$ cat src/rtl/dfd_pkg.sv
// dfd_pkg: shared DFD APB widths and the requester FSM state type
package dfd_pkg;
    localparam int DFD_APB_ADDR_WIDTH  = 23;
    localparam int DFD_APB_DATA_WIDTH  = 32;
    localparam int DFD_APB_PSTRB_WIDTH = DFD_APB_DATA_WIDTH / 8;
    typedef enum logic [1:0] {IDLE, SETUP, ACCESS, RESP} DfdApbReqState_e;
endpackage

$ cat src/rtl/dfd_apb_requester.sv
// dfd_apb_requester: single-command APB requester with misalignment and wait-timeout error reporting
module dfd_apb_requester
    import dfd_pkg::*;
#(
    parameter int ADDR_WIDTH     = DFD_APB_ADDR_WIDTH,
    parameter int DATA_WIDTH     = DFD_APB_DATA_WIDTH,
    parameter int TIMEOUT_CYCLES = 256,
    localparam int STRB_WIDTH    = DATA_WIDTH / 8
) (
    input  logic                  clk,
    input  logic                  reset,
    input  logic                  req_valid,
    output logic                  req_ready,
    input  logic                  req_write,
    input  logic [ADDR_WIDTH-1:0] req_addr,
    input  logic [DATA_WIDTH-1:0] req_wdata,
    input  logic [STRB_WIDTH-1:0] req_strb,
    output logic                  rsp_valid,
    input  logic                  rsp_ready,
    output logic [DATA_WIDTH-1:0] rsp_rdata,
    output logic                  rsp_err,
    output logic                  rsp_timeout,
    output logic                  psel,
    output logic                  penable,
    output logic                  pwrite,
    output logic [ADDR_WIDTH-1:0] paddr,
    output logic [DATA_WIDTH-1:0] pwdata,
    output logic [STRB_WIDTH-1:0] pstrb,
    output logic [2:0]            pprot,
    input  logic [DATA_WIDTH-1:0] prdata,
    input  logic                  pready,
    input  logic                  pslverr
);
    DfdApbReqState_e state_q, state_d;
    logic [15:0] wait_cnt;
    logic accept, aligned, at_limit;

    assign accept    = (state_q == IDLE) && req_valid;
    assign aligned   = req_addr[1:0] == 2'b00;
    assign at_limit  = wait_cnt == 16'(TIMEOUT_CYCLES - 1);
    assign req_ready = state_q == IDLE;
    assign rsp_valid = state_q == RESP;
    assign psel      = (state_q == SETUP) || (state_q == ACCESS);
    assign penable   = state_q == ACCESS;
    assign pprot     = 3'b000;

    always_comb begin
        state_d = state_q;
        case (state_q)
            IDLE:    state_d = req_valid ? (aligned ? SETUP : RESP) : IDLE;
            SETUP:   state_d = ACCESS;
            ACCESS:  state_d = (pready || at_limit) ? RESP : ACCESS;
            RESP:    state_d = rsp_ready ? IDLE : RESP;
            default: state_d = IDLE;
        endcase
    end

    always_ff @(posedge clk) begin
        if (reset) begin
            state_q     <= IDLE;
            pwrite      <= 1'b0;
            paddr       <= '0;
            pwdata      <= '0;
            pstrb       <= '0;
            rsp_rdata   <= '0;
            rsp_err     <= 1'b0;
            rsp_timeout <= 1'b0;
            wait_cnt    <= '0;
        end else begin
            state_q <= state_d;
            if (accept && aligned) begin
                pwrite   <= req_write;
                paddr    <= req_addr;
                pwdata   <= req_wdata;
                pstrb    <= req_write ? req_strb : '0;
                wait_cnt <= '0;
            end
            if (accept && !aligned) begin
                rsp_err     <= 1'b1;
                rsp_timeout <= 1'b0;
                rsp_rdata   <= '0;
            end
            // pready has priority over the timeout threshold in the same cycle
            if (state_q == ACCESS) begin
                if (pready) begin
                    rsp_err     <= pslverr;
                    rsp_timeout <= 1'b0;
                    rsp_rdata   <= (!pwrite && !pslverr) ? prdata : '0;
                end else if (at_limit) begin
                    rsp_err     <= 1'b1;
                    rsp_timeout <= 1'b1;
                    rsp_rdata   <= '0;
                end else begin
                    wait_cnt <= wait_cnt + 16'd1;
                end
            end
        end
    end
endmodule

$ cat config.mk
export PLATFORM = sky130hd
export DESIGN_NAME = dfd_apb_requester
export DESIGN_NICKNAME = d
export VERILOG_FILES = /design/src/rtl/dfd_pkg.sv /design/src/rtl/dfd_apb_requester.sv
export SDC_FILE = /design/constraint.sdc
export NUM_CORES = 1
export LEC_CHECK = 0
export ABC_AREA = 1
export CAP_MARGIN = 10
export CORE_AREA = 4 4 106 108
export DETAILED_ROUTE_END_ITERATION = 8
export DIE_AREA = 0 0 110 112
export DONT_BUFFER_PORTS = 1
export GPL_TIMING_DRIVEN = 0
export HOLD_SLACK_MARGIN = 0.06
export PLACE_DENSITY = 0.61
export SETUP_SLACK_MARGIN = 0.4
export SYNTH_ARGS = -nofsm -noshare
export SYNTH_HDL_FRONTEND = slang
export SYNTH_SLANG_ARGS = --single-unit
$ cat constraint.sdc
create_clock -name clk -period 3.5 [get_ports clk]
set_clock_uncertainty 0.1 [all_clocks]
set_input_delay 0.7 -clock clk [delete_from_list [all_inputs] [get_ports clk]]
set_output_delay 0.7 -clock clk [all_outputs]
set_load 0.01 [all_outputs]
==> Flow_metrics.wiki, run 1 <==
{| class="wikitable"
! Metric !! Value
|-
| Most area-consuming cells after synthesis || dfxtp_1 (49%), nor2_1 (12%), o21ai_0 (7.1%)
|-
| Max-cap check violation count || 0
|-
| Clock-pin slew on the worst setup and hold paths || 0.11 ns
|-
| Register-to-register setup slack || 1.29 ns
|-
| H-tree levels || 3
|-
| Worst R2R End || pwdata[25]
|-
| Area share of the leading cell type in the synthesized netlist || 49.1%
|-
| Final worst-path setup slack || 1.29 ns
|-
| Clock sink count || 112
|-
| Global routing usage summed across all routing layers || 19.4%
|-
| Iter 0 DRT Violations || 274
|-
| Number of port buffers || 0
|-
| Count of cells resized by post-cts repair || 0
|-
| Insertion delay to the later sink of the worst-skew pair || 0.38 ns
|-
| Final weighted congestion of routability-driven global placement || 0.833
|-
| Avg WL per Cell || 16.5 um
|-
| Switching Power || 0.636 mW
|-
| Worst slew margin || 59.6%
|-
| Gate count after technology mapping || 602
|-
| Worst min path class || in2reg
|-
| Ports placed on the boundary || 199
|-
| Final TNS setup || 0 ns
|-
| Vias in the first global route || 3695
|-
| Row count || 37
|-
| Classification of the worst setup path || reg2reg
|-
| Share of power burned in combinational logic || 8.6%
|-
| Startpoint Class || flip-flop
|-
| Worst-case hold path end point || rsp_rdata[30]
|-
| Cell count of the worst hold path || 2
|-
| Pin count of the biggest net entering global routing || 19
|-
| Average via count per standard cell || 5.30
|-
| Status || finished, final reports clean
|-
| Antenna violations before repair || 0
|-
| Max Fanout on Critical Path || 10
|-
| Overall die area || 12300 um2
|-
| Antenna-violating nets left || 0
|-
| Power Internal || 1.65 mW
|-
| Horizontal die dimension || 110 um
|-
| Seq pwr share || 60.2%
|-
| Setup repair after global routing missed its margin || no
|-
| Overflow left after global routing || 0
|-
| Antenna Cells || 0
|-
| Vias || 3998
|-
| Starting density of the core || 44.6%
|-
| Fraction of final layout cells with drive strength greater than 1 || 8.89%
|-
| Hold-fix buffers, CTS || 0
|-
| Cell Area, Synth || 4560 um2
|-
| Global-route wire length before repair || 18.7 mm
|-
| Worst slack at placement || 1.20 ns
|-
| Final-report max-slew violation count || 0
|-
| Y dimension of the die || 112 um
|-
| Post-CTS setup buffer count || 0
|-
| Number of distinct library cell variants in the gate-level netlist after synthesis || 30
|-
| Actual transition at the worst max-transition pin || 0.606 ns
|-
| Minimum clock period after layout || 2.21 ns
|-
| Crit end category || flip-flop
|-
| Endpoint required time on the critical path || 3.72 ns
|-
| R2R Path Start || state_q[1]
|-
| Max VDD drop || 0.284 mV
|-
| Total of warnings raised by yosys || 0
|-
| DRC errors left || 0
|-
| Average cell area after synthesis || 7.58 um2
|-
| Post-detailed-routing wire length || 12.4 mm
|-
| Cts bufs inserted || 9
|-
| Portion of the post-synthesis area used by sequential elements || 49.1%
|-
| Nets || 718
|-
| Maximum root-to-sink buffer count || 2
|-
| Relative contribution of the clock network to total power || 31.1%
|-
| Final number of setup-violating endpoints || 0
|-
| Clock tree from TritonCTS || built
|-
| Cell at the root of the clock tree || clkbuf_8
|-
| R2R cell count || 9
|-
| Static leakage || 1.76 nW
|-
| Maximum achievable frequency || 452 MHz
|-
| Flip-flop and latch count after synthesis || 112
|-
| Half-perimeter wire length after detailed placement || 9.38 mm
|-
| Power per cell area || 465 nW/um2
|-
| Core area || 10200 um2
|-
| Dominant cell type by area after synthesis || dfxtp_1
|-
| First drt pass iteration count || 4
|-
| Share of total power consumed by net switching || 27.8%
|-
| Count of endpoints failing hold in the final timing report || 0
|-
| Launch point of the worst hold path || prdata[30]
|-
| P&R area growth vs syn || 7.62%
|-
| Data arrival time of the worst path || 2.43 ns
|-
| Portion of the clock cycle consumed by the worst path in the final layout || 63.1%
|}
==> placed cells by master (no fill, tap or decap) <==
cell type  Yosys  final
a21o_1         1      1
a21oi_1       47     47
a21oi_2        5      5
a31oi_1        1      1
buf_1          2      2
buf_12         1      1
buf_2         10     10
buf_4          6      6
buf_6          1      1
clkbuf_1      23     24
clkbuf_8       0      9
clkinv_2       1      2
clkinv_4       0      2
conb_1         1      3
dfxtp_1      112    112
ha_1           5      5
inv_1         23     23
inv_2          2      2
inv_6          0      1
inv_8          0      1
nand2_1       80     80
nand2_2        5      5
nand3_1       17     17
nand3_2        6      6
nand4_1       36     36
nor2_1       141    141
nor2_2         2      2
nor2_4         1      1
nor3_1         2      2
nor3_2         1      1
o21ai_0       65     65
o21bai_1       1      1
xnor2_1        2      2
xor2_1         2      2
==> metal layers <==
| layer | track usage (%) | part of all wire [%] |
|---|---|---|
| met3 | 5.39 | 8.4 |
| met1 | 22.6 | 41 |
| met5 | 0 | 0 |
| met2 | 33.0 | 49 |
| met4 | 7.73 | 2.5 |
==> critical path, stage by stage, from the launching register on <==
cell,delay [ns]
dfxtp_1,0.38
inv_1,0.09
ha_1,0.24
nand2_1,0.07
inv_1,0.05
nand2_1,0.24
buf_2,0.32
clkbuf_1,0.38
o21ai_0,0.17
nor2_1,0.11
==> power groups by stage <==
stage | combinational (mW) | clock, mW | sequential, mW
floorplan | 0.155 | 0 | 1.39
global placement | 0.191 | 0 | 1.41
detailed placement | 0.198 | 0 | 1.41
CTS | 0.198 | 0.734 | 1.38
global route | 0.226 | 0.783 | 1.38
finish | 0.197 | 0.712 | 1.38
==> cell usage after synthesis <==
| cell type | instances |
|---|---|
| a21o_1 | 1 |
| a21oi_1 | 47 |
| a21oi_2 | 5 |
| a31oi_1 | 1 |
| buf_1 | 2 |
| buf_12 | 1 |
| buf_2 | 10 |
| buf_4 | 6 |
| buf_6 | 1 |
| clkbuf_1 | 23 |
| clkinv_2 | 1 |
| conb_1 | 1 |
| dfxtp_1 | 112 |
| ha_1 | 5 |
| inv_1 | 23 |
| inv_2 | 2 |
| nand2_1 | 80 |
| nand2_2 | 5 |
| nand3_1 | 17 |
| nand3_2 | 6 |
| nand4_1 | 36 |
| nor2_1 | 141 |
| nor2_2 | 2 |
| nor2_4 | 1 |
| nor3_1 | 2 |
| nor3_2 | 1 |
| o21ai_0 | 65 |
| o21bai_1 | 1 |
| xnor2_1 | 2 |
| xor2_1 | 2 |
==> flip-flops by register name, summed over array words and instances, names as in the netlist <==
register,flops
rsp_timeout,1
state_q,2
rsp_rdata,32
pwdata,32
rsp_err,1
wait_cnt,16
paddr,23
pwrite,1
pstrb,4
==> cell type report <==
cell class                      count  area (um2)
Clock buffer                       10         128
Multi-Input combinational cell    423        2010
Inverter                           26        98.8
Clock inverter                      5        42.5
Fill cell                        1071        5320
Sequential cell                   112        2240
Buffer                             43         220
Tap cell                          136         170
==> per-stage QoR <==
step / hold slack (ns) / utilization, % / area, um2 / std cells / total power, mW
2_1_floorplan: 0.370 / - / 4570 / 604 / 1.55
3_3_place_gp: 0.402 / 46.3 / 4740 / 740 / 1.60
3_5_place_dp: 0.408 / 46.3 / 4740 / 740 / 1.60
4_1_cts: 0.339 / 48.0 / 4910 / 755 / 2.31
5_1_grt: 0.337 / 48.0 / 4910 / 755 / 2.39
6_report: 0.356 / 48.0 / 4910 / 755 / 2.29
==> how the worst max path moves through the flow <==
stage                     slack (ns)  cells after the start     endpoint  startpoint
final                           1.29                      9   pwdata[25]  state_q[1]
after global routing            1.08                      9   pwdata[26]  state_q[1]
after CTS                       1.27                      9   pwdata[25]  state_q[1]
after detailed placement        1.20                      6  wait_cnt[6]       reset
after global placement          1.19                      6  wait_cnt[6]       reset
after floorplan                 1.81                      6  wait_cnt[6]       reset
==> cells by family after synthesis <==
kind of cell / count (synthesis) / share of synthesized area [%]
AO/OA/AOI/OAI: 120 / 13.7
XOR/XNOR: 4 / 0.768
adder cells (fa/ha/maj): 5 / 1.37
buffers and inverters: 69 / 6.99
flip-flops: 112 / 49.1
other: 1 / 0.0822
AND/OR/NAND/NOR: 291 / 27.9
(Power assumes the default switching activity.)
==> run 2: changes to the inputs <==
==> constraint.sdc (replaced) <==
create_clock -name clk -period 2.1 [get_ports clk]
set_clock_uncertainty 0.1 [all_clocks]
set_input_delay 0.42 -clock clk [delete_from_list [all_inputs] [get_ports clk]]
set_output_delay 0.42 -clock clk [all_outputs]
set_load 0.01 [all_outputs]
==> run 2 against run 1 <==
Final area rose by 8.7%. Total power rose by 71%. Worst hold slack got worse by 0.28 ns. Global-route usage rose by 0.38 points. Critical path type unchanged. Worst setup slack got worse by 0.86 ns.
==> Flow_metrics.wiki, run 2 (synthesis results as in run 1) <==
{| class="wikitable"
! Metric !! Value
|-
| Antenna violations before repair || 0 (unchanged)
|-
| Register-to-register setup slack || 0.43 ns (was 1.29 ns)
|-
| Most frequent cells in the layout || nor2_1 (139), dfxtp_1 (108), nand2_1 (75) (was nor2_1 (141), dfxtp_1 (112), nand2_1 (80))
|-
| Row count || 37 (unchanged)
|-
| Antenna-violating nets left || 0 (unchanged)
|-
| Min Hold Slack || 0.0757 ns (was 0.356 ns)
|-
| Cell at the root of the clock tree || clkbuf_8 (unchanged)
|-
| Startpoint Class || flip-flop (unchanged)
|-
| Actual transition at the worst max-transition pin || 0.643 ns (was 0.606 ns)
|-
| Worst-case hold path end point || rsp_rdata[26] (was rsp_rdata[30])
|-
| Post-detailed-routing wire length || 13.1 mm (was 12.4 mm)
|-
| Worst min path class || in2reg (unchanged)
|-
| Global routing usage summed across all routing layers || 19.7% (was 19.4%)
|-
| Iter 0 DRT Violations || 363 (was 274)
|-
| Area taken by multi-input logic gates || 2150 um2 (was 2010 um2)
|-
| FILL cells || 1001 (was 1071)
|-
| Max Fanout on Critical Path || 6 (was 10)
|-
| Data arrival time of the worst path || 1.82 ns (was 2.43 ns)
|-
| Y dimension of the die || 112 um (unchanged)
|-
| Insertion delay to the later sink of the worst-skew pair || 0.38 ns (about the same)
|-
| Vias in the first global route || 3775 (was 3695)
|-
| Cell count of the worst hold path || 2 (unchanged)
|-
| Antenna Cells || 0 (unchanged)
|-
| Ports placed on the boundary || 199 (unchanged)
|-
| Largest regs || pwdata: 32 flops, rsp_rdata: 32 flops, paddr: 23 flops (unchanged)
|-
| Cts bufs inserted || 9 (unchanged)
|-
| Starting density of the core || 44.6% (unchanged)
|-
| Worst R2R End || wait_cnt[1] (was pwdata[25])
|-
| Horizontal die dimension || 110 um (unchanged)
|-
| Clock sink count || 112 (unchanged)
|-
| Final Util || 52.2% (was 48.0%)
|-
| Average via count per standard cell || 5.33 (was 5.30)
|-
| Maximum root-to-sink buffer count || 2 (unchanged)
|-
| Number of port buffers || 0 (unchanged)
|-
| Final-report max-slew violation count || 0 (unchanged)
|-
| Core area || 10200 um2 (unchanged)
|-
| Most common cell after layout, fill and taps aside || nor2_1 (unchanged)
|-
| Global-route wire length before repair || 19.1 mm (was 18.7 mm)
|-
| Static leakage || 1.95 nW (was 1.76 nW)
|-
| H-tree levels || 3 (unchanged)
|-
| Avg WL per Cell || 16.9 um (was 16.5 um)
|-
| Maximum achievable frequency || 598 MHz (was 452 MHz)
|-
| Final weighted congestion of routability-driven global placement || 0.833 (unchanged)
|-
| R2R Path Start || state_q[0] (was state_q[1])
|-
| Pin count of the biggest net entering global routing || 19 (unchanged)
|-
| Endpoint required time on the critical path || 2.25 ns (was 3.72 ns)
|-
| Crit end category || flip-flop (unchanged)
|-
| Setup repair after global routing missed its margin || yes (was no)
|-
| DRC errors left || 0 (unchanged)
|-
| Classification of the worst setup path || reg2reg (unchanged)
|-
| Fraction of final layout cells with drive strength greater than 1 || 16.8% (was 8.89%)
|-
| R2R cell count || 9 (unchanged)
|-
| P&R area growth vs syn || 17.0% (was 7.62%)
|-
| Dpl cells || 740 (unchanged)
|-
| Max-cap check violation count || 0 (unchanged)
|-
| Status || finished, final reports clean (unchanged)
|-
| Count of endpoints failing hold in the final timing report || 0 (unchanged)
|-
| Worst slew margin || 57.2% (was 59.6%)
|-
| Combined flip-flop and latch cell area || 2250 um2 (was 2240 um2)
|-
| Overflow left after global routing || 0 (unchanged)
|-
| Portion of the clock cycle consumed by the worst path in the final layout || 79.6% (was 63.1%)
|-
| Overall die area || 12300 um2 (unchanged)
|-
| Max VDD drop || 0.470 mV (was 0.284 mV)
|-
| Launch point of the worst hold path || prdata[26] (was prdata[30])
|-
| First drt pass iteration count || 5 (was 4)
|-
| Half-perimeter wire length after detailed placement || 9.38 mm (unchanged)
|-
| Nets || 737 (was 718)
|-
| Non-filler cells in the finished layout || 774 (was 755)
|-
| Clock-pin slew on the worst setup and hold paths || 0.10 ns (was 0.11 ns)
|-
| Vias || 4127 (was 3998)
|-
| Final number of setup-violating endpoints || 0 (unchanged)
|-
| Minimum clock period after layout || 1.67 ns (was 2.21 ns)
|-
| Power per cell area || 730 nW/um2 (was 465 nW/um2)
|-
| Clock tree from TritonCTS || built (unchanged)
|}
==> run 2: changes by cell type in the layout (fill, tap and decap cells not counted), moves of 5 or more <==
cell      delta
o21ai_1     +13
clkbuf_1    -11
buf_6       +10
buf_2        -6
clkbuf_2     +7
nand2_1      -5
o21ai_0     -14
buf_4       +12
==> run 2: report_power, final <==
| group | internal (mW) | total (mW) | switching [mW] |
|---|---|---|---|
| Clock | 0.441 | 1.18 | 0.743 |
| Combinational | 0.163 | 0.414 | 0.251 |
| Sequential | 2.20 | 2.30 | 0.0955 |
==> run 2: per-layer routing <==
layer	global-route usage, %	up-vias	wire (um)
met5	0	-	0
met4	8.73	0	352
met3	5.74	26	1020
met2	33.0	144	6440
met1	23.1	1920	5270
li1	-	2037	-
==> run 2: area by class of cell <==
| class | instances | area share, % |
|---|---|---|
| clock inverters | 5 | 0.797 |
| multi-input cells | 423 | 40.3 |
| plain buffers | 43 | 5.93 |
| inverters | 26 | 1.92 |
| repair buffers | 19 | 3.31 |
| flip-flops and latches | 112 | 42.1 |
| clock buffers | 10 | 2.39 |
| well taps | 136 | 3.19 |
==> run 2: critical path, cell delays in order, from the launching register on <==
cell       delay, ns
dfxtp_2         0.35
inv_4           0.08
ha_4            0.22
inv_1           0.09
nor2_4          0.14
nand2_4         0.08
buf_8           0.14
clkbuf_16       0.15
o21ai_1         0.14
nor2_1          0.05
==> run 2: per-stage QoR <==
stage / power (mW) / cell area (um2) / setup TNS [ns] / worst slack [ns]
2_1_floorplan: 2.58 / 4570 / 0 / 0.449
3_3_place_gp: 2.66 / 4740 / -0.122 / -0.0565
3_5_place_dp: 2.67 / 4740 / -0.632 / -0.109
4_1_cts: 3.89 / 5090 / 0 / 0.387
5_1_grt: 4.07 / 5340 / 0 / 0.346
6_report: 3.90 / 5340 / 0 / 0.428
==> run 2: timing repair <==
action,CTS,global route
endpoints found under the hold margin,1,1
resized for setup,44,56
pin swaps,2,9
hold buffers,1,1
setup buffers,7,6
endpoints found under the setup margin,110,106
cloned,1,3
==> run 2: how the worst max path moves through the flow <==
stage / from / end / slack, ns
finish: state_q[0] / wait_cnt[1] / 0.43
global placement: state_q[0] / pwdata[25] / -0.06
floorplan: state_q[0] / rsp_rdata[2] / 0.45
detailed placement: state_q[1] / pwdata[25] / -0.11
CTS: wait_cnt[0] / rsp_rdata[11] / 0.39
global route: wait_cnt[1] / wait_cnt[1] / 0.35
==> run 3: changes to the inputs <==
==> constraint.sdc (replaced) <==
create_clock -name clk -period 1.65 [get_ports clk]
set_clock_uncertainty 0.1 [all_clocks]
set_input_delay 0.33 -clock clk [delete_from_list [all_inputs] [get_ports clk]]
set_output_delay 0.33 -clock clk [all_outputs]
set_load 0.01 [all_outputs]
==> run 3 against run 2 <==
The run now ends with negative setup slack left. Via count grew 22%. Final cell count rose by 17%. Core utilization is 21 points higher. Die area unchanged. Final area up 40%. Critical path depth increased by 2. Non-clock buffer count rose by 124. Worst setup slack got worse by 0.43 ns. Global-route usage is 5.4 points higher. Sequential share of layout area shrank 11 points. Sequential power increased by 28%. Worst hold slack improved by 0.046 ns. Largest cell class is now multi-input gates. Largest power group unchanged. Highest routed layer unchanged.
==> Flow_metrics.wiki, run 3 (synthesis results as in run 1) <==
{| class="wikitable"
! Metric !! Value
|-
| Status || finished, violations left (was finished, final reports clean)
|-
| Violations in the final reports || negative setup slack
|-
| Overall die area || 12300 um2 (unchanged)
|-
| Horizontal die dimension || 110 um (unchanged)
|-
| Classification of the worst setup path || reg2reg (unchanged)
|-
| Worst slew margin || 57.7% (was 57.2%)
|-
| Number of port buffers || 0 (unchanged)
|-
| Startpoint Class || flip-flop (unchanged)
|-
| Vias in the first global route || 4891 (was 3775)
|-
| R2R cell count || 11 (was 9)
|-
| Crit end category || flip-flop (unchanged)
|-
| Y dimension of the die || 112 um (unchanged)
|-
| Final TNS setup || -0.00382 ns (was 0 ns)
|-
| Starting density of the core || 44.6% (unchanged)
|-
| Switching Power || 1.58 mW (was 1.09 mW)
|-
| Max VDD drop || 0.525 mV (was 0.470 mV)
|-
| Ports placed on the boundary || 199 (unchanged)
|-
| Largest regs || pwdata: 32 flops, rsp_rdata: 32 flops, paddr: 23 flops (unchanged)
|-
| Count of endpoints failing hold in the final timing report || 0 (unchanged)
|-
| Clock-pin slew on the worst setup and hold paths || 0.10 ns (about the same)
|-
| Power per cell area || 744 nW/um2 (was 730 nW/um2)
|-
| Iter 0 DRT Violations || 355 (was 363)
|-
| Antenna-violating nets left || 0 (unchanged)
|-
| Maximum root-to-sink buffer count || 2 (unchanged)
|-
| Overflow left after global routing || 0 (unchanged)
|-
| Share of power burned in combinational logic || 18.4% (was 10.6%)
|-
| Final number of setup-violating endpoints || 1 (was 0)
|-
| First drt pass iteration count || 6 (was 5)
|-
| Endpoint required time on the critical path || 1.83 ns (was 2.25 ns)
|-
| Cell at the root of the clock tree || clkbuf_8 (unchanged)
|-
| Worst min path class || in2reg (unchanged)
|-
| Cts bufs inserted || 9 (unchanged)
|-
| Row count || 37 (unchanged)
|-
| Most common cell after layout, fill and taps aside || nor2_1 (unchanged)
|-
| Average via count per standard cell || 5.59 (was 5.33)
|-
| Final worst-path setup slack || -0.00382 ns (was 0.428 ns)
|-
| Worst-case hold path end point || rsp_err (was rsp_rdata[26])
|-
| Maximum achievable frequency || 605 MHz (was 598 MHz)
|-
| Final weighted congestion of routability-driven global placement || 0.869 (was 0.833)
|-
| Worst R2R End || pwdata[0] (was wait_cnt[1])
|-
| Vias || 5040 (was 4127)
|-
| Fraction of final layout cells with drive strength greater than 1 || 39.3% (was 16.8%)
|-
| Core area || 10200 um2 (unchanged)
|-
| Static leakage || 2.85 nW (was 1.95 nW)
|-
| DRC errors left || 0 (unchanged)
|-
| Insertion delay to the later sink of the worst-skew pair || 0.38 ns (about the same)
|-
| Seq pwr share || 53.0% (was 59.0%)
|-
| R2R Path Start || state_q[1] (was state_q[0])
|-
| Pin count of the biggest net entering global routing || 18 (was 19)
|-
| Setup repair after global routing missed its margin || yes (unchanged)
|-
| Half-perimeter wire length after detailed placement || 9.36 mm (was 9.38 mm)
|-
| Global-route wire length before repair || 24.5 mm (was 19.1 mm)
|-
| Register-to-register setup slack || -0.004 ns (was 0.43 ns)
|-
| Final Total Pwr || 5.57 mW (was 3.90 mW)
|-
| Power Internal || 4.00 mW (was 2.81 mW)
|-
| Clock sink count || 112 (unchanged)
|-
| Actual transition at the worst max-transition pin || 0.634 ns (was 0.643 ns)
|-
| Max Fanout on Critical Path || 7 (was 6)
|-
| Nets || 863 (was 737)
|-
| Minimum clock period after layout || 1.65 ns (was 1.67 ns)
|-
| P&R area growth vs syn || 64.2% (was 17.0%)
|-
| Relative contribution of the clock network to total power || 28.6% (was 30.4%)
|-
| Data arrival time of the worst path || 1.83 ns (was 1.82 ns)
|-
| Most frequent cells in the layout || nor2_1 (109), dlygate4sd3_1 (91), dfxtp_2 (61) (was nor2_1 (139), dfxtp_1 (108), nand2_1 (75))
|-
| Cell count of the worst hold path || 4 (was 2)
|-
| Post-detailed-routing wire length || 16.5 mm (was 13.1 mm)
|-
| H-tree levels || 3 (unchanged)
|-
| Clock tree from TritonCTS || built (unchanged)
|-
| Portion of the clock cycle consumed by the worst path in the final layout || 100% (was 79.6%)
|-
| Antenna violations before repair || 1 (was 0)
|-
| Launch point of the worst hold path || pslverr (was prdata[26])
|-
| Max-cap check violation count || 0 (unchanged)
|-
| Avg WL per Cell || 18.3 um (was 16.9 um)
|-
| Final-report max-slew violation count || 0 (unchanged)
|-
| Share of total power consumed by net switching || 28.3% (was 28.0%)
|-
| Global routing usage summed across all routing layers || 25.2% (was 19.7%)
|}
-- run 3: layout make-up --
type	count	area, um2
antenna	1	2.50
buffer	43	462
inverter	26	123
timing repair buffer	143	1640
timing repair inverter	1	3.75
tap	136	170
sequential	112	2330
clock buffer	13	159
multi-input combinational	424	2580
clock inverter	3	23.8
fill	675	2740
-- run 3: worst max path at each step --
| stage | from | end | slack [ns] |
|---|---|---|---|
| final | state_q[1] | pwdata[0] | -0.004 |
| after global routing | wait_cnt[5] | wait_cnt[9] | -0.05 |
| after CTS | state_q[0] | pwdata[22] | 0.05 |
| after detailed placement | reset | wait_cnt[6] | -0.30 |
| after global placement | reset | wait_cnt[6] | -0.24 |
| after floorplan | wait_cnt[1] | wait_cnt[1] | 0.13 |
-- run 3: stage by stage --
stage	instance area [um2]	worst slack (ns)	instances	hold slack, ns	util (%)
finish	7490	-0.00382	902	0.122	73.2
floorplan	4760	0.127	604	0.370	-
global route	7490	-0.0498	902	0.139	73.2
global placement	4930	-0.240	740	0.380	48.2
detailed placement	4930	-0.297	740	0.380	48.2
CTS	7160	0.0491	891	0.0624	70.0
-- run 3: critical path: stages (launching register included) --
cell	delay [ns]
dfxtp_4	0.39
inv_4	0.04
ha_4	0.17
nand2_4	0.06
inv_4	0.05
nand2_8	0.11
inv_8	0.06
buf_12	0.15
buf_12	0.12
buf_16	0.13
nor2_1	0.10
nor2_1	0.06
-- run 3: power by group through the flow --
stage / Clock, mW / Combinational [mW] / Sequential (mW)
after floorplan: 0 / 0.374 / 2.96
after global placement: 0 / 0.453 / 2.99
after detailed placement: 0 / 0.466 / 2.99
after CTS: 1.62 / 0.935 / 2.94
after global routing: 1.72 / 1.10 / 2.96
final: 1.59 / 1.03 / 2.95
-- run 3: what timing repair did --
| item | in CTS | in global routing |
|---|---|---|
| resized for setup | 178 | 118 |
| hold buffers | 91 | 0 |
| cloned | 17 | 4 |
| hold endpoints to repair | 92 | 0 |
| setup endpoints to repair | 124 | 164 |
| buffers inserted | 27 | 6 |
| pin swaps | 64 | 19 |
-- run 3: layer usage --
| layer | up-vias | routed length, um | global-route usage [%] |
|---|---|---|---|
| li1 | 2321 | - | - |
| met1 | 2429 | 6260 | 28.7 |
| met2 | 237 | 8380 | 43.6 |
| met3 | 53 | 1230 | 5.91 |
| met4 | 0 | 615 | 11.6 |
| met5 | - | 0 | 0 |
